File: src/rtl/hazard_pkg.sv
// Shared types for the scoreboard hazard unit: controller state and stall cause.
package hazard_pkg;

  typedef enum logic [1:0] {RUN, MEM_WAIT, IF_WAIT, HALTED} hz_state_t;

  // MEM doubles as "pipeline frozen": any memory/fetch wait or halt.
  typedef enum logic [2:0] {NONE, MEM, DEP, STRUCT, CSR, FLUSH} stall_cause_t;

endpackage

File: src/rtl/reg_scoreboard.sv
// Per-register busy scoreboard for variable-latency results, with a short
// speculative-issue history so recently issued long ops can be squashed.
module reg_scoreboard #(
  parameter  int NREGS      = 32,
  parameter  int SPEC_DEPTH = 2,
  localparam int RW         = $clog2(NREGS)
) (
  input  logic             clk,
  input  logic             rst,
  input  logic             i_adv,
  input  logic             i_issue_long,
  input  logic [RW-1:0]    i_issue_rd,
  input  logic             i_wb_valid,
  input  logic [RW-1:0]    i_wb_rd,
  input  logic             i_squash,
  output logic [NREGS-1:0] o_busy
);

  logic [NREGS-1:0]      r_busy;
  logic [NREGS-1:0]      w_busy_nxt;
  logic [SPEC_DEPTH-1:0] r_spec_vld;
  logic [RW-1:0]         r_spec_rd [SPEC_DEPTH];
  logic                  w_push;

  assign w_push = i_issue_long && (i_issue_rd != '0);

  // Clear by writeback, clear by squash, then set by issue so a same-cycle set wins.
  always_comb begin
    // NOTE: default assignment first keeps this block free of inferred latches.
    w_busy_nxt = r_busy;
    if (i_wb_valid) w_busy_nxt[i_wb_rd] = 1'b0;
    if (i_squash) begin
      for (int i = 0; i < SPEC_DEPTH; i++)
        if (r_spec_vld[i]) w_busy_nxt[r_spec_rd[i]] = 1'b0;
    end
    if (w_push) w_busy_nxt[i_issue_rd] = 1'b1;
  end

  always_ff @(posedge clk or posedge rst) begin
    if (rst) begin
      // NOTE: this history is a tiny shift register, not a RAM, so resetting it is cheap and safe.
      r_busy     <= '0;
      r_spec_vld <= '0;
      for (int i = 0; i < SPEC_DEPTH; i++) r_spec_rd[i] <= '0;
    end else begin
      // NOTE: non-blocking assignments model all flops updating together on the edge.
      r_busy <= w_busy_nxt;
      if (i_squash) begin
        r_spec_vld <= '0;
      end else if (i_adv) begin
        r_spec_vld[0] <= w_push;
        r_spec_rd[0]  <= i_issue_rd;
        for (int i = 1; i < SPEC_DEPTH; i++) begin
          r_spec_vld[i] <= r_spec_vld[i-1];
          r_spec_rd[i]  <= r_spec_rd[i-1];
        end
      end
    end
  end

  assign o_busy = r_busy;

endmodule

File: src/rtl/scoreboard_hazard_unit.sv
// Parametrised pipeline hazard controller: memory-stall FSM, scoreboard dependency stalls,
// CSR drain and branch flush. Optional perf counters: define STALL_PERF_CNT_EN.
module scoreboard_hazard_unit
  import hazard_pkg::*;
#(
  parameter  int NBOUND     = 4,
  parameter  int NREGS      = 32,
  parameter  int BR_BOUND   = 2,
  parameter  int SPEC_DEPTH = 2,
  parameter  int CNT_W      = 32,
  localparam int RW         = $clog2(NREGS)
) (
  input  logic              clk,
  input  logic              rst,
  input  logic              halt,
  input  logic              ihit,
  input  logic              dhit,
  input  logic              dread,
  input  logic              dwrite,
  input  logic              dec_valid,
  input  logic [RW-1:0]     dec_rs1,
  input  logic [RW-1:0]     dec_rs2,
  input  logic [RW-1:0]     dec_rd,
  input  logic              dec_use_rs1,
  input  logic              dec_use_rs2,
  input  logic              dec_long,
  input  logic              dec_csr,
  input  logic              long_busy,
  input  logic              wb_valid,
  input  logic [RW-1:0]     wb_rd,
  input  logic              branch_flush,
  output logic [NBOUND-1:0] en,
  output logic [NBOUND-1:0] flush,
  output logic [NREGS-1:0]  busy_vec
`ifdef STALL_PERF_CNT_EN
  ,
  output logic [CNT_W-1:0]  perf_mem,
  output logic [CNT_W-1:0]  perf_dep,
  output logic [CNT_W-1:0]  perf_csr,
  output logic [CNT_W-1:0]  perf_flush
`endif
);

  localparam logic [NBOUND-1:0] BR_MASK = NBOUND'((64'd1 << (BR_BOUND + 1)) - 64'd1);

  hz_state_t         r_state;
  stall_cause_t      w_cause;
  logic [NBOUND-2:0] r_inflight;
  logic [NREGS-1:0]  w_wb_mask, w_busy_eff;
  logic              w_mem_miss, w_dep, w_struct, w_csr, w_issue;

  assign w_mem_miss = (dread | dwrite) & ~dhit;
  assign w_wb_mask  = wb_valid ? (NREGS'(1) << wb_rd) : '0;
  assign w_busy_eff = busy_vec & ~w_wb_mask;
  assign w_dep      = dec_valid & ((dec_use_rs1 & w_busy_eff[dec_rs1]) |
                                   (dec_use_rs2 & w_busy_eff[dec_rs2]) |
                                   (dec_long & (dec_rd != '0) & w_busy_eff[dec_rd]));
  assign w_struct   = dec_valid & dec_long & long_busy;
  assign w_csr      = dec_valid & dec_csr & ((|r_inflight) | (|busy_vec));

  always_comb begin
    w_cause = NONE;
    if ((r_state != RUN) || w_mem_miss || !ihit || halt) w_cause = MEM;
    else if (branch_flush)                               w_cause = FLUSH;
    else if (w_dep)                                      w_cause = DEP;
    else if (w_struct)                                   w_cause = STRUCT;
    else if (w_csr)                                      w_cause = CSR;
  end

  // Dependency, structural and CSR stalls all hold decode and bubble execute.
  always_comb begin
    en    = '1;
    flush = '0;
    unique case (w_cause)
      MEM:             en = '0;
      FLUSH:           flush = BR_MASK;
      DEP, STRUCT, CSR: begin
        en[0]    = 1'b0;
        flush[1] = 1'b1;
      end
      default: ;
    endcase
    if (rst) begin
      en    = '0;
      flush = '0;
    end
  end

  assign w_issue = en[1] & ~flush[1] & dec_valid;

  always_ff @(posedge clk or posedge rst) begin
    if (rst) begin
      r_state <= RUN;
    end else begin
      unique case (r_state)
        RUN: begin
          if (w_mem_miss) r_state <= MEM_WAIT;
          else if (!ihit) r_state <= IF_WAIT;
          else if (halt)  r_state <= HALTED;
        end
        MEM_WAIT: if (dhit) r_state <= ihit ? RUN : IF_WAIT;
        IF_WAIT:  if (ihit) r_state <= RUN;
        default:  r_state <= HALTED;
      endcase
    end
  end

  // Occupancy of each boundary past decode; a flushed boundary receives a bubble.
  always_ff @(posedge clk or posedge rst) begin
    if (rst) begin
      r_inflight <= '0;
    end else begin
      if (en[1]) r_inflight[0] <= w_issue;
      for (int k = 1; k < NBOUND - 1; k++)
        if (en[k+1]) r_inflight[k] <= flush[k+1] ? 1'b0 : r_inflight[k-1];
    end
  end

  reg_scoreboard #(.NREGS(NREGS), .SPEC_DEPTH(SPEC_DEPTH)) u_scoreboard (
    .clk          (clk),
    .rst          (rst),
    .i_adv        (en[1]),
    .i_issue_long (w_issue & dec_long),
    .i_issue_rd   (dec_rd),
    .i_wb_valid   (wb_valid),
    .i_wb_rd      (wb_rd),
    .i_squash     (w_cause == FLUSH),
    .o_busy       (busy_vec)
  );

`ifdef STALL_PERF_CNT_EN
  always_ff @(posedge clk or posedge rst) begin
    if (rst) begin
      perf_mem   <= '0;
      perf_dep   <= '0;
      perf_csr   <= '0;
      perf_flush <= '0;
    end else begin
      if ((r_state == MEM_WAIT || r_state == IF_WAIT) && !(&perf_mem)) perf_mem <= perf_mem + 1'b1;
      if ((w_cause == DEP || w_cause == STRUCT) && !(&perf_dep))        perf_dep <= perf_dep + 1'b1;
      if (w_cause == CSR && !(&perf_csr))                                perf_csr <= perf_csr + 1'b1;
      if (w_cause == FLUSH && !(&perf_flush))                            perf_flush <= perf_flush + 1'b1;
    end
  end
`endif

endmodule
File: config.mk
export PLATFORM = sky130hd
export DESIGN_NAME = scoreboard_hazard_unit
export DESIGN_NICKNAME = d
export VERILOG_FILES = /design/src/rtl/hazard_pkg.sv /design/src/rtl/reg_scoreboard.sv /design/src/rtl/scoreboard_hazard_unit.sv
export SDC_FILE = /design/constraint.sdc
export NUM_CORES = 1
export LEC_CHECK = 0
export ABC_AREA = 1
export CAP_MARGIN = 30
export CORE_MARGIN = 2
export CORE_UTILIZATION = 40
export CTS_BUF_LIST = sky130_fd_sc_hd__clkbuf_4 sky130_fd_sc_hd__clkbuf_8
export CTS_CLUSTER_DIAMETER = 100
export CTS_CLUSTER_SIZE = 40
export DETAILED_ROUTE_END_ITERATION = 10
export SLEW_MARGIN = 15
export SYNTH_ARGS = -nofsm -noshare
export SYNTH_HDL_FRONTEND = slang
export SYNTH_SLANG_ARGS = --single-unit
File: constraint.sdc
create_clock -name clk -period 3.5 [get_ports clk]
set_input_delay 0.35 -clock clk [delete_from_list [all_inputs] [get_ports clk]]
set_output_delay 0.35 -clock clk [all_outputs]
set_load 0.005 [all_outputs]
# == Yosys cells after proc, flatten, opt, wreduce, memory -nomap -nowiden ==
# Cells that the tools add are included.
# op_classes
n_lt_le_gt_ge,10
eq_ne,10
shifts,1
n_mux,44
n_bitwise,29
n_reduce_logical,19
# ops
operator,n
$mux 32,7
$and 32x32->32,4
$not 32->32,4
$lt 5x6->1 const B,6
$or 32x32->32,1
$reduce_or 32->1,1
$shl 1x5->32 const A,1
$demux 1 s5,4
$ge 5x1->1 const B,4
$mux 3,6
$mux 2,8
$bmux 1 s5,3
$and 1x1->1,13
$mux 1,13
$mux 4,2
$reduce_or 4->1,2
$eq 3x2->1 const B,2
$eq 3x3->1 const B,2
$pmux 2 s3,1
$logic_and 1x1->1,5
$reduce_bool 5->1,1
$ne 2x2->1 const B,2
$ne 4x4->1 const B,1
$or 1x1->1,4
other kinds (11),16
# word_totals
reg_bits,49
output_inout_bits,40
wordCells,121

# == Depth between registers and ports, before layout ==
# Gate-level depths: netlist of run 1.
# logic_depth
word_depth,24
mapped_depth,22

# == Cells and area by module ==
# From an unflattened synthesis of run 1, not the netlist that was laid out.
# hier_totals
hier_cells,798
hier_area_um2,4707.0
# by_module_without_submodules
mod,n_inst,cells_per_inst,area_per_inst_um2
reg_scoreboard,1,423,2792.7
scoreboard_hazard_unit,1,375,1914.3

# == Least setup slack after synthesis of run 1 ==
# OpenSTA, ideal clock, no wires.
# synth_timing
kind,input -> output
start,input port wb_rd[0]
end,output port flush[1]
t_arrival_ns,1.907
slack_ns,1.243
stages,20
path_cell_list,inv_1 > nand2_1 > nor2_2 > nand2_1 > nand2_1 > nand2_1 > nand2_1 > inv_1 > nand2_1 > nand2_1 > nand2_1 > nor2_1 > nand3_1 > nand2_1 > inv_2 > nand4_1 > nor2_1 > nor2_4 > buf_6 > nor2_1
# synth_via
elab_chain_len,17
# synth_lines
item,line,source
from (decl),scoreboard_hazard_unit.sv:30,"input logic [RW-1:0] wb_rd,"
$shl 1x5->32 (*),scoreboard_hazard_unit.sv:53,assign w_wb_mask = wb_valid ? (NREGS'(1) << wb_rd) : '0;
$mux 32 (*),scoreboard_hazard_unit.sv:53,
$not 32->32 (*),scoreboard_hazard_unit.sv:54,assign w_busy_eff = busy_vec & ~w_wb_mask;
$and 32x32->32 (*),scoreboard_hazard_unit.sv:54,
$bmux 1 s5 (on tied branches),"scoreboard_hazard_unit.sv:55, scoreboard_hazard_unit.sv:56",
$mux 1 (on tied branches),"scoreboard_hazard_unit.sv:55, scoreboard_hazard_unit.sv:56",
$and 1x1->1 (on tied branches),"scoreboard_hazard_unit.sv:55, scoreboard_hazard_unit.sv:56",
$or 1x1->1,scoreboard_hazard_unit.sv:55,assign w_dep = dec_valid & ((dec_use_rs1 & w_busy_eff[dec_rs1]) |
$or 1x1->1 (*),scoreboard_hazard_unit.sv:56,(dec_use_rs2 & w_busy_eff[dec_rs2]) |
$and 1x1->1 (*),scoreboard_hazard_unit.sv:55,
$mux 3 (*),scoreboard_hazard_unit.sv:65,else if (w_dep) w_cause = DEP;
$mux 3 (*),scoreboard_hazard_unit.sv:64,else if (branch_flush) w_cause = FLUSH;
$mux 3 (*),scoreboard_hazard_unit.sv:63,if ((r_state != RUN) || w_mem_miss || !ihit || halt) w_cause = MEM;
$eq 3x2->1 or $eq 3x3->1 (tied branches),scoreboard_hazard_unit.sv:74,unique case (w_cause)
$reduce_or 4->1 (no line) (*),-,
$mux 1 (*),scoreboard_hazard_unit.sv:74,
$mux 4 (*),scoreboard_hazard_unit.sv:83,if (rst) begin
to (decl),scoreboard_hazard_unit.sv:33,"output logic [NBOUND-1:0] flush,"
# Every way passes the cells marked *; elsewhere a longest branch is shown, timed or not. The select of a mux whose other input is x is not followed.

# == Worst setup path in the final report of run 1 ==
# layout_timing
start,input port wb_rd[2]
end,output port en[0]
# layout_via
elab_chain_len,17
# layout_lines
item,line,source
$shl 1x5->32 (*),scoreboard_hazard_unit.sv:53,
$mux 32 (*),scoreboard_hazard_unit.sv:53,
$not 32->32 (*),scoreboard_hazard_unit.sv:54,
$and 32x32->32 (*),scoreboard_hazard_unit.sv:54,
$bmux 1 s5 (on tied branches),"scoreboard_hazard_unit.sv:55, scoreboard_hazard_unit.sv:56",
$mux 1 (on tied branches),"scoreboard_hazard_unit.sv:55, scoreboard_hazard_unit.sv:56",
$and 1x1->1 (on tied branches),"scoreboard_hazard_unit.sv:55, scoreboard_hazard_unit.sv:56",
$or 1x1->1,scoreboard_hazard_unit.sv:55,
$or 1x1->1 (*),scoreboard_hazard_unit.sv:56,
$and 1x1->1 (*),scoreboard_hazard_unit.sv:55,
$mux 3 (*),scoreboard_hazard_unit.sv:65,
$mux 3 (*),scoreboard_hazard_unit.sv:64,
$mux 3 (*),scoreboard_hazard_unit.sv:63,
$eq 3x2->1 (tied with other cells),scoreboard_hazard_unit.sv:74,
$reduce_or 4->1 (no line) (*),-,
$mux 1 (*),scoreboard_hazard_unit.sv:74,
$mux 4 (*),scoreboard_hazard_unit.sv:83,
to (decl),scoreboard_hazard_unit.sv:32,"output logic [NBOUND-1:0] en,"
# Marks and branches as above.

==> reports/metrics.csv, run 1 <==
stage,metric,value,unit
setup_path,path_class,primary input to primary output,
logic_synthesis,syn_area,4373,sq um
floorplanning,start_util,0.4070,
sta,hold_violations,0,
logic_synthesis,synth_compound_area_frac,0.1001,
clock_tree,htreeDepth,2,
floorplanning,die-height,108.6,microns
sta,finalWorstSetupSlack,0.2137,ns
setup_path,cpPeakStageDelay,0.45,ns
setup_path,cp-start-kind,primary input,
setup_path,crit_chain,dlygate4sd2_1 > buf_4 > nor2_2 > nand2_1 > nand2_1 > nand2_1 > o21ai_1 > nor2_1 > nor2_1 > nor2_1 > nand3_1 > nand2_1 > inv_2 > nand4_1 > buf_4 > o211a_1 > clkdlybuf4s50_1,
logic_synthesis,synthTopCellsByArea,"dfrtp_1 (28%), nand3_1 (19%), nand2_1 (18%)",
worst_hold_path,hold_depth,3,
logic_synthesis,yosys.area_share.adder,0.01144,
logic_synthesis,synth_most_common_cell,nand2_1,
clock_tree,cts_buffers,5,
global_routing,grt_start_max_net_pins,34,
floorplanning,core,10750,sq um
logic_synthesis,synth_xor_area_frac,0,
logic_synthesis,synthSimpleGateAreaFrac,0.5142,
floorplanning,num_rows,38,
global_routing,grt_pass1_wl,28090,microns
place,place_congestion,1.013,
setup_path,arrival,2.94,ns
sta,skew,0.01469,ns
logic_synthesis,synth_commonest_cells,"nand2_1 (204), nand3_1 (167), inv_1 (60)",
logic_synthesis,syn_nets,754,
clock_tree,clockBufferDepth,2,
sta,tightest_slew,0.6015,ns
drt,wl_per_cell,19.13,microns
clock_tree,cts.sinks,49,
finish,area_growth,30.59,%
drt,drc,0,
logic_synthesis,syn_avg_cell_area,6.116,sq um
drt,wirelength,18310,microns
sta,finalCritPeriodShare,0.9389,
logic_synthesis,seq_area_frac_synth,0.2804,
finish,final_area,5710,sq um
logic_synthesis,synth_edf_count,0,
setup_path,cp_slowest_cell,clkdlybuf4s50_1,
place,dp_hpwl,14110,microns
global_routing,grtUsageMet1,0.4390,
drt,vias,5633,
worst_hold_path,hold_class,primary input to register,
place,port_buffers,73,
power,ir_worst_vdd,0.0005490,V
global_routing,grtUsageMet3,0.05787,
logic_synthesis,synth_top_family_by_area,simple AND/OR/NAND/NOR gates,
global_routing,grt_pass1_vias,5132,
setup_path,reg2regPathDepth,18,
sta,slew_violations,0,
clock_tree,cts_hold_buf,0,
global_routing,grtUsageMet2,0.4902,
drt,drt-initial-drc-count,751,
drt,routed_via_density,5.886,
logic_synthesis,ys_types,38,
sta,slew_headroom,0.5986,
finish,nets,855,
sta,setup_viol,0,
global_routing,grt_overflow_total,0,
logic_synthesis,ys_ff_latch,49,
finish,drive_above_1_share,0.1151,
drt,antenna_left,0,
setup_path,required,3.15,ns
setup_path,regToRegSetupSlack,0.94,ns
place,pre_cts_ws,-0.1227,ns
drt,dr.pass1.iters,6,
setup_path,path_max_fanout,6,
global_routing,grt.busiest_layer,met2,
setup_path,timing.rr.start,u_scoreboard.o_busy[15],
status,status,completed,
floorplanning,die-area,11780,sq um
worst_hold_path,hold_end,u_scoreboard.r_spec_rd[5],
power,power.density,340.0,nW/um^2
clock_tree,cts_tree,built,
logic_synthesis,synthFlopType,dfrtp_1,
logic_synthesis,synth_warnings,0,
setup_path,cp-end-kind,primary output,
power,leakagePower,2.514,nW
finish,antenna_cells,0,
logic_synthesis,synth_top_area_share,0.2804,
logic_synthesis,synth_top_area_cell,dfrtp_1,
sta,min_period,3.286,ns
clock_tree,clk_latency,0.32,ns
place,dpl_cell_area,5517,sq um
global_routing,track_usage,0.3141,
logic_synthesis,async_reset_ff_frac,1.000,
floorplanning,ios,75,
worst_hold_path,min_from,dec_rd[0],
sta,fin_hold_ws,0.4570,ns
logic_synthesis,synth_mux_area_frac,0,
clock_tree,clk_pin_slew,0.08,ns
clock_tree,cts-root-buf,clkbuf_8,
global_routing,antenna_found_initial,0,
sta,rsz0062_at_grt,false,
setup_path,regToRegEndpoint,u_scoreboard.o_busy[23],
sta,fmax,0.3043,GHz
run,maxCapViolations,0,
logic_synthesis,syn_inst,715,
floorplanning,die_w,108.6,microns
setup_path,timing.critical_path.mode_cell,nand2_1,
critical path, delay by kind of cell:
| family | cells | cell delay [ns] |
|---|---|---|
| buffers and inverters | 5 | 1.19 |
| and+or+nand+nor | 10 | 1.11 |
| AOI/OAI and AO/OA | 2 | 0.28 |
routing by layer:
layer | wire [microns] | vias to the layer above
li1 | - | 2650
met1 | 7845 | 2590
met2 | 8149 | 355
met3 | 1851 | 38
met4 | 465 | 0
met5 | 0 | -
timing repair:
action / in CTS / in global routing
cloned: 0 / 0
endpoints found under the setup margin: 2 / 2
buffers inserted: 0 / 1
pin swaps: 0 / 2
resized for setup: 6 / 28
worst max-delay path by stage:
stage                         from  endpoint  slack (ns)
after floorplan           wb_rd[0]  flush[1]        1.24
after global placement    wb_rd[4]  flush[1]       -0.14
after detailed placement  wb_rd[4]  flush[1]       -0.12
after CTS                 wb_rd[1]  flush[1]       0.005
after global routing      wb_rd[2]     en[0]        0.02
final                     wb_rd[2]     en[0]        0.21
cell families after synthesis:
group / after synthesis
AND/OR/NAND/NOR: 495
buffers and inverters: 95
AO/OA/AOI/OAI: 71
flip-flops: 49
adder cells (fa/ha/maj): 4
other: 1
metrics by stage:
| step | power [mW] | TNS, ns | utilization | instances |
|---|---|---|---|---|
| after floorplan | 1.209 | 0 | - | 715 |
| after global placement | 1.466 | -0.2457 | 0.5115 | 947 |
| after detailed placement | 1.489 | -0.2192 | 0.5134 | 948 |
| after CTS | 1.924 | 0 | 0.5249 | 956 |
| after global routing | 2.071 | 0 | 0.5314 | 957 |
| final | 1.941 | 0 | 0.5314 | 957 |
final cells by class:
class                   instances  area [sq um]
multi-input cells             571          2795
inverters                      67         262.8
repair buffers                122          1131
fillers                      1107          5035
well taps                     140         175.2
clock inverters                 1         30.03
clock buffers                   7         90.09
flip-flops and latches         49          1226
power by group:
part           total (mW)  switching, mW  leakage, nW  internal, mW
sequential          0.752         0.0933        0.662         0.658
combinational       0.750          0.482         1.79         0.268
clock               0.440          0.199       0.0619         0.241
total                1.94          0.774         2.51          1.17
cells in the final DEF, fill, tap and decap left out, types with 8 or more instances in the layout:
| cell type | n |
|---|---|
| nor2_1 | 52 |
| clkdlybuf4s50_1 | 64 |
| o22ai_1 | 33 |
| dfrtp_1 | 49 |
| nand2_2 | 8 |
| nand3_1 | 164 |
| inv_1 | 58 |
| nand4_1 | 36 |
| buf_4 | 46 |
| o21ai_0 | 16 |
| nand2_1 | 199 |
| nor3_1 | 10 |
registers in the layout (all words and copies together) (netlist names):
register                 count
r_inflight                   3
r_state                      2
u_scoreboard.o_busy         32
u_scoreboard.r_spec_rd      10
u_scoreboard.r_spec_vld      2
No activity file was read; power rests on OpenSTA's default activity.
==> run 2: changes to the inputs <==
Settings changed: CORE_UTILIZATION 40 to 55, PLACE_DENSITY from default to 0.82, SKIP_CTS_REPAIR_TIMING from default to 1.
==> run 2 against run 1 <==
Against the previous run:
- core utilization grew 21 points
- sequential cell count is the same
- global-route usage grew 9.8 points
- largest cell class unchanged
- maximum frequency grew 2.6%
- critical path depth grew 1
- final cell count shrank 3.2%
==> reports/metrics.csv, run 2 (synthesis results as in run 1) <==
stage,metric,value,unit,change
status,status,completed,,
place,dp_hpwl,13110,microns,-7.1%
sta,slew_headroom,0.5755,,-0.02307
setup_path,crit_buf_inv,7,,+2
setup_path,timing.critical_path.mode_cell,nand2_1,,
worst_hold_path,hold_class,register to register,,
place,port_buffers,73,,unchanged
drt,routed_via_density,6.327,,+7.5%
clock_tree,cts_tree,built,,
setup_path,required,3.15,ns,about the same
drt,vias,5859,,+4.0%
power,p_sw_frac,0.4040,,+0.005172
global_routing,grt_pass1_wl,28050,microns,-0.15%
floorplanning,num_rows,32,,-16%
sta,skew,0.006672,ns,-0.008022 ns
sta,finalCritPeriodShare,0.9153,,-0.02361
floorplanning,die-height,93.17,microns,-14%
sta,hold_violations,0,,unchanged
setup_path,cp_slowest_cell,clkdlybuf4s50_1,,
sta,fmax,0.3121,GHz,+2.6%
finish,area_growth,31.85,%,
floorplanning,die-area,8680,sq um,-26%
setup_path,cp-start-kind,primary input,,
sta,slew_violations,0,,unchanged
global_routing,grt_start_max_net_pins,34,,unchanged
setup_path,path_depth,18,,+1
drt,wirelength,17730,microns,-3.2%
finish,largest_reg_flops,32,,unchanged
setup_path,cp_top_family,buffers and inverters,,
drt,drc,0,,unchanged
global_routing,track_usage,0.4125,,+0.09836
setup_path,crit_chain,clkdlybuf4s50_1 > inv_1 > nand2_1 > inv_2 > nand2_1 > nand2_1 > inv_1 > nand2_1 > nand2_1 > nand2_1 > nor2_1 > nand3_1 > nand2_1 > inv_2 > nand4_1 > buf_4 > o211a_1 > clkdlybuf4s50_1,,
drt,antenna_left,0,,unchanged
power,pwr-share-clk,0.216,,-0.011
setup_path,path_class,primary input to primary output,,
clock_tree,cts_buffers,5,,unchanged
finish,antenna_cells,0,,unchanged
clock_tree,clk_latency,0.31,ns,about the same
power,power.density,337.2,nW/um^2,-0.81%
setup_path,reg2regPathDepth,9,,-9
power,combPwrFrac,0.395,,+0.009
finish,ff_latch_area,1226,sq um,unchanged
drt,drt-initial-drc-count,882,,+17%
sta,fin_hold_ws,0.5235,ns,+0.06652 ns
finish,instances_no_fill,926,,-3.2%
finish,nets,862,,+0.82%
floorplanning,core,7727,sq um,-28%
drt,wl_per_cell,19.14,microns,about the same
power,power_switching,0.7855,mW,+1.4%
power,seq_power_share,0.389,,+0.002
floorplanning,start_util,0.5659,,+0.1589
clock_tree,cts-root-buf,clkbuf_8,,
global_routing,grt_overflow_total,0,,unchanged
finish,fin_util,0.7461,,+0.2147
run,maxCapViolations,0,,unchanged
setup_path,path_max_fanout,6,,unchanged
clock_tree,htreeDepth,2,,unchanged
finish,fill_cells,641,,-42%
setup_path,arrival,2.85,ns,-0.09 ns
finish,drive_above_1_share,0.1226,,+0.007518
sta,rsz0062_at_grt,false,,
clock_tree,clk_pin_slew,0.09,ns,about the same
power,ir_worst_vdd,0.0005245,V,-4.5%
finish,multi_input_area,2821,sq um,+0.94%
drt,dr.pass1.iters,7,,+1
sta,tightest_slew,0.6352,ns,+0.03373 ns
place,dp_cells,914,,-3.6%
power,leakagePower,2.562,nW,+1.9%
setup_path,cpPeakStageDelay,0.45,ns,about the same
setup_path,cp-end-kind,primary output,,
clock_tree,clockBufferDepth,2,,unchanged
sta,setup_viol,0,,unchanged
finish,layout_common_cells,"nand2_1 (196), nand3_1 (163), clkdlybuf4s50_1 (67)",,
floorplanning,ios,75,,unchanged
worst_hold_path,hold_depth,1,,-2
global_routing,grt_pass1_vias,5542,,+8.0%
place,place_congestion,0.9750,,-3.8%
floorplanning,die_w,93.17,microns,-14%
clock_tree,cts.sinks,49,,unchanged
finish,final_common_cell,nand2_1,,
power,intPower,1.159,mW,-0.72%
sta,min_period,3.204,ns,-0.08263 ns
global_routing,antenna_found_initial,0,,unchanged
run 2: changes by cell type in the layout (fill, tap and decap cells not counted), moves of 2 or more:
| cell | before | now |
|---|---|---|
| inv_2 | 5 | 7 |
| inv_4 | 3 | 1 |
| clkdlybuf4s50_1 | 64 | 67 |
| nor2_1 | 52 | 54 |
| nand2_1 | 199 | 196 |
| buf_4 | 46 | 52 |
| nand2_2 | 8 | 11 |
| nor2_2 | 7 | 5 |
| clkbuf_2 | 2 | 0 |
run 2: path summary, 6_finish.rpt:
path / from / end / slack (ns)
setup / recovery: dec_rd[1] / en[0] / 0.30
hold / removal: r_inflight[2] / r_inflight[2] / 0.52
setup reg to reg: r_state[0] / u_scoreboard.r_spec_vld[1] / 0.86
hold reg to reg: r_inflight[2] / r_inflight[2] / 0.52
max in group asynchronous: rst / u_scoreboard.o_busy[10] / 2.38
min in group asynchronous: rst / u_scoreboard.r_spec_rd[4] / 0.59
run 2: area by class of cell:
class                   count  area share
multi-input cells         571      0.4894
flip-flops and latches     49      0.2127
repair buffers            129      0.2118
inverters                  67     0.04405
well taps                 102     0.02214
clock buffers               6     0.01324
clock inverters             2    0.006727
run 2: worst reg2reg max path: stages, from the launching register on:
cell and delay (ns):
dfrtp_1 0.41, inv_1 0.11, ha_1 0.17, o21ai_0 0.15
nor3_1 0.16, inv_1 0.15, nor2_1 0.47, nand2_1 0.55
nand2_1 0.22, o22ai_1 0.10
run 2: per-layer routing:
layer | vias to the layer above | GRT usage | wire length (microns)
met3 | 113 | 0.1104 | 2445
met5 | - | 0 | 0
met1 | 2578 | 0.5436 | 6560
met2 | 503 | 0.6389 | 7727
li1 | 2665 | - | -
met4 | 0 | 0.1801 | 992
run 2: per-stage QoR:
stage / cell area [sq um] / total power [mW] / setup TNS (ns) / setup slack, ns
after CTS: 5624 / 1.905 / -0.1156 / -0.07391
after detailed placement: 5509 / 1.484 / -0.08247 / -0.05623
after floorplan: 4373 / 1.209 / 0 / 1.243
final: 5766 / 1.944 / 0 / 0.2964
after global routing: 5766 / 2.058 / 0 / 0.05846
after global placement: 5489 / 1.446 / -0.1257 / -0.07936
run 2: power groups by stage:
stage,logic [mW],clock network [mW],registers (mW)
finish,0.769,0.419,0.756
global route,0.841,0.445,0.772
CTS,0.731,0.424,0.750
detailed placement,0.723,0,0.761
global placement,0.695,0,0.751
floorplan,0.472,0,0.737
==> run 3: changes to the inputs <==
--- a/config.mk
+++ b/config.mk
@@ -12,5 +12,4 @@
 export CTS_BUF_LIST = sky130_fd_sc_hd__clkbuf_4 sky130_fd_sc_hd__clkbuf_8
 export CTS_CLUSTER_DIAMETER = 100
-export CTS_CLUSTER_SIZE = 40
 export DETAILED_ROUTE_END_ITERATION = 10
 export PLACE_DENSITY = 0.82
==> constraint.sdc (replaced) <==
create_clock -name clk -period 3.5 [get_ports clk]
set_input_delay 0.7 -clock clk [delete_from_list [all_inputs] [get_ports clk]]
set_output_delay 0.7 -clock clk [all_outputs]
set_load 0.005 [all_outputs]
==> run 3 against run 2 <==
Against the previous run:
- critical endpoint is now flush[1]
- design area increased by 8.1%
- maximum frequency decreased by 6.3%
- first-iteration DRC count increased by 27%
- via count increased by 8.4%
- clock power increased by 4%
- highest routed layer unchanged
- power increased by 5.1%
- global-route usage increased by 0.80 points
==> reports/metrics.csv, run 3 (synthesis results as in run 1) <==
stage,metric,value,unit,change
floorplanning,num_rows,32,,unchanged
drt,antenna_left,0,,unchanged
setup_path,regToRegEndpoint,u_scoreboard.r_spec_vld[0],,
sta,setup-tns-final,0,ns,unchanged
power,ir_worst_vdd,0.0003435,V,-35%
drt,drc,0,,unchanged
drt,wirelength,19040,microns,+7.4%
power,pwr-share-clk,0.214,,-0.002
power,intPower,1.201,mW,+3.6%
clock_tree,clk_latency,0.32,ns,about the same
drt,highest_layer,met4,,
sta,finalCritPeriodShare,0.9769,,+0.06158
sta,slew_violations,0,,unchanged
power,p_sw_frac,0.4124,,+0.008346
drt,vias,6352,,+8.4%
finish,layout_common_cells,"nand2_1 (179), nand3_1 (156), buf_4 (85)",,
run,maxCapViolations,0,,unchanged
sta,tightest_slew,0.6104,ns,-0.02476 ns
setup_path,timing.rr.start,u_scoreboard.o_busy[10],,
global_routing,antenna_found_initial,0,,unchanged
finish,drive_above_1_share,0.2162,,+0.09361
finish,largest_reg_flops,32,,unchanged
place,dpl_cell_area,5784,sq um,+5.0%
setup_path,crit_start,dec_rs2[0],,
power,seq_power_share,0.373,,-0.016
global_routing,grt_overflow_total,0,,unchanged
drt,dr.pass1.iters,9,,+2
global_routing,grt_pass1_wl,28880,microns,+3.0%
global_routing,grt_start_max_net_pins,34,,unchanged
worst_hold_path,min_from,r_inflight[2],,
power,power,2.043,mW,+5.1%
floorplanning,start_util,0.5659,,unchanged
finish,area_growth,42.52,%,
clock_tree,cts_tree,built,,
worst_hold_path,hold_end,r_inflight[2],,
drt,routed_via_density,6.569,,+3.8%
sta,hold_violations,0,,unchanged
power,power_switching,0.8426,mW,+7.3%
setup_path,cp-end-kind,primary output,,
clock_tree,cts_buffers,5,,unchanged
sta,slew_headroom,0.5921,,+0.01655
place,port_buffers,73,,unchanged
floorplanning,die-area,8680,sq um,unchanged
drt,wl_met1,6748,microns,+2.9%
clock_tree,clockBufferDepth,2,,unchanged
setup_path,regToRegSetupSlack,1.08,ns,+0.22 ns
finish,instances_no_fill,967,,+4.4%
worst_hold_path,hold_depth,1,,unchanged
finish,nets,903,,+4.8%
sta,min_period,3.419,ns,+0.2155 ns
floorplanning,die_w,93.17,microns,unchanged
drt,drt-initial-drc-count,1117,,+27%
drt,wl_met2,8330,microns,+7.8%
drt,wl_met3,2737,microns,+12%
finish,final_common_cell,nand2_1,,
clock_tree,clk_pin_slew,0.09,ns,about the same
floorplanning,ios,75,,unchanged
sta,skew,0.01943,ns,+0.01276 ns
setup_path,cp-start-kind,primary input,,
floorplanning,core,7727,sq um,unchanged
global_routing,track_usage,0.4205,,+0.008005
setup_path,path_max_fanout,16,,+10
finish,antenna_cells,0,,unchanged
sta,fin_hold_ws,0.5165,ns,-0.007018 ns
setup_path,reg2regPathDepth,15,,+6
floorplanning,die-height,93.17,microns,unchanged
clock_tree,htreeDepth,2,,unchanged
setup_path,required,2.80,ns,-0.35 ns
worst_hold_path,hold_class,register to register,,
sta,setup_viol,0,,unchanged
place,dp_cells,949,,+3.8%
place,dp_hpwl,13770,microns,+5.0%
power,combPwrFrac,0.413,,+0.018
power,leakagePower,2.885,nW,+13%
finish,final_area,6232,sq um,+8.1%
sta,rsz0062_at_grt,true,,
status,status,completed,,
global_routing,grt_pass1_vias,5706,,+3.0%
sta,fmax,0.2925,GHz,-6.3%
setup_path,path_class,primary input to primary output,,
clock_tree,cts-root-buf,clkbuf_8,,
power,power.density,327.9,nW/um^2,-2.8%
place,place_congestion,1.071,,+9.9%
setup_path,arrival,2.72,ns,-0.13 ns
clock_tree,cts.sinks,49,,unchanged
drt,wl_per_cell,19.69,microns,+2.9%
[run 3: area by class of cell]
| class | instances | area [sq um] |
|---|---|---|
| sequential | 49 | 1226 |
| tap | 102 | 127.6 |
| inverter | 67 | 256.5 |
| multi-input combinational | 571 | 2982 |
| fill | 559 | 1495 |
| timing repair buffer | 169 | 1513 |
| clock inverter | 2 | 37.54 |
| timing repair inverter | 1 | 7.507 |
| clock buffer | 6 | 82.58 |
[run 3: power by group through the flow]
stage | Clock (mW) | Sequential (mW) | Combinational [mW]
after floorplan | 0 | 0.737 | 0.472
final | 0.437 | 0.762 | 0.844
after CTS | 0.437 | 0.752 | 0.771
after detailed placement | 0 | 0.763 | 0.764
after global placement | 0 | 0.755 | 0.720
after global routing | 0.458 | 0.772 | 0.914
[run 3: metal layers]
layer  global-route usage  vias up
met3              0.07091      149
met1               0.5672     2796
met4               0.1752        0
met5                    0        -
met2               0.6709      662
li1                     -     2745
[run 3: worst max path at each step]
| stage | endpoint | cells after the start |
|---|---|---|
| 2_1_floorplan | flush[1] | 20 |
| 3_3_place_gp | flush[1] | 16 |
| 3_5_place_dp | flush[1] | 16 |
| 4_1_cts | flush[1] | 16 |
| 5_1_grt | flush[1] | 19 |
| 6_report | flush[1] | 16 |
[run 3: critical path: stages]
cell and delay, ns:
clkdlybuf4s50_1 0.48, inv_1 0.07, buf_12 0.15, nand3_1 0.10
nand3_1 0.09, nand3_1 0.11, nand3_2 0.09, nand2_1 0.08
nand2_1 0.06, nand3_2 0.08, nand4_1 0.16, buf_4 0.18
nor2_4 0.11, nor2_4 0.04, nor2_1 0.09, buf_2 0.12
[run 3: through the flow]
stage / util / setup slack (ns)
CTS: 0.7641 / -0.7329
detailed placement: 0.7485 / -0.7222
finish: 0.8065 / 0.08081
global placement: 0.7460 / -0.6987
floorplan: - / 0.5433
global route: 0.8065 / -0.06176
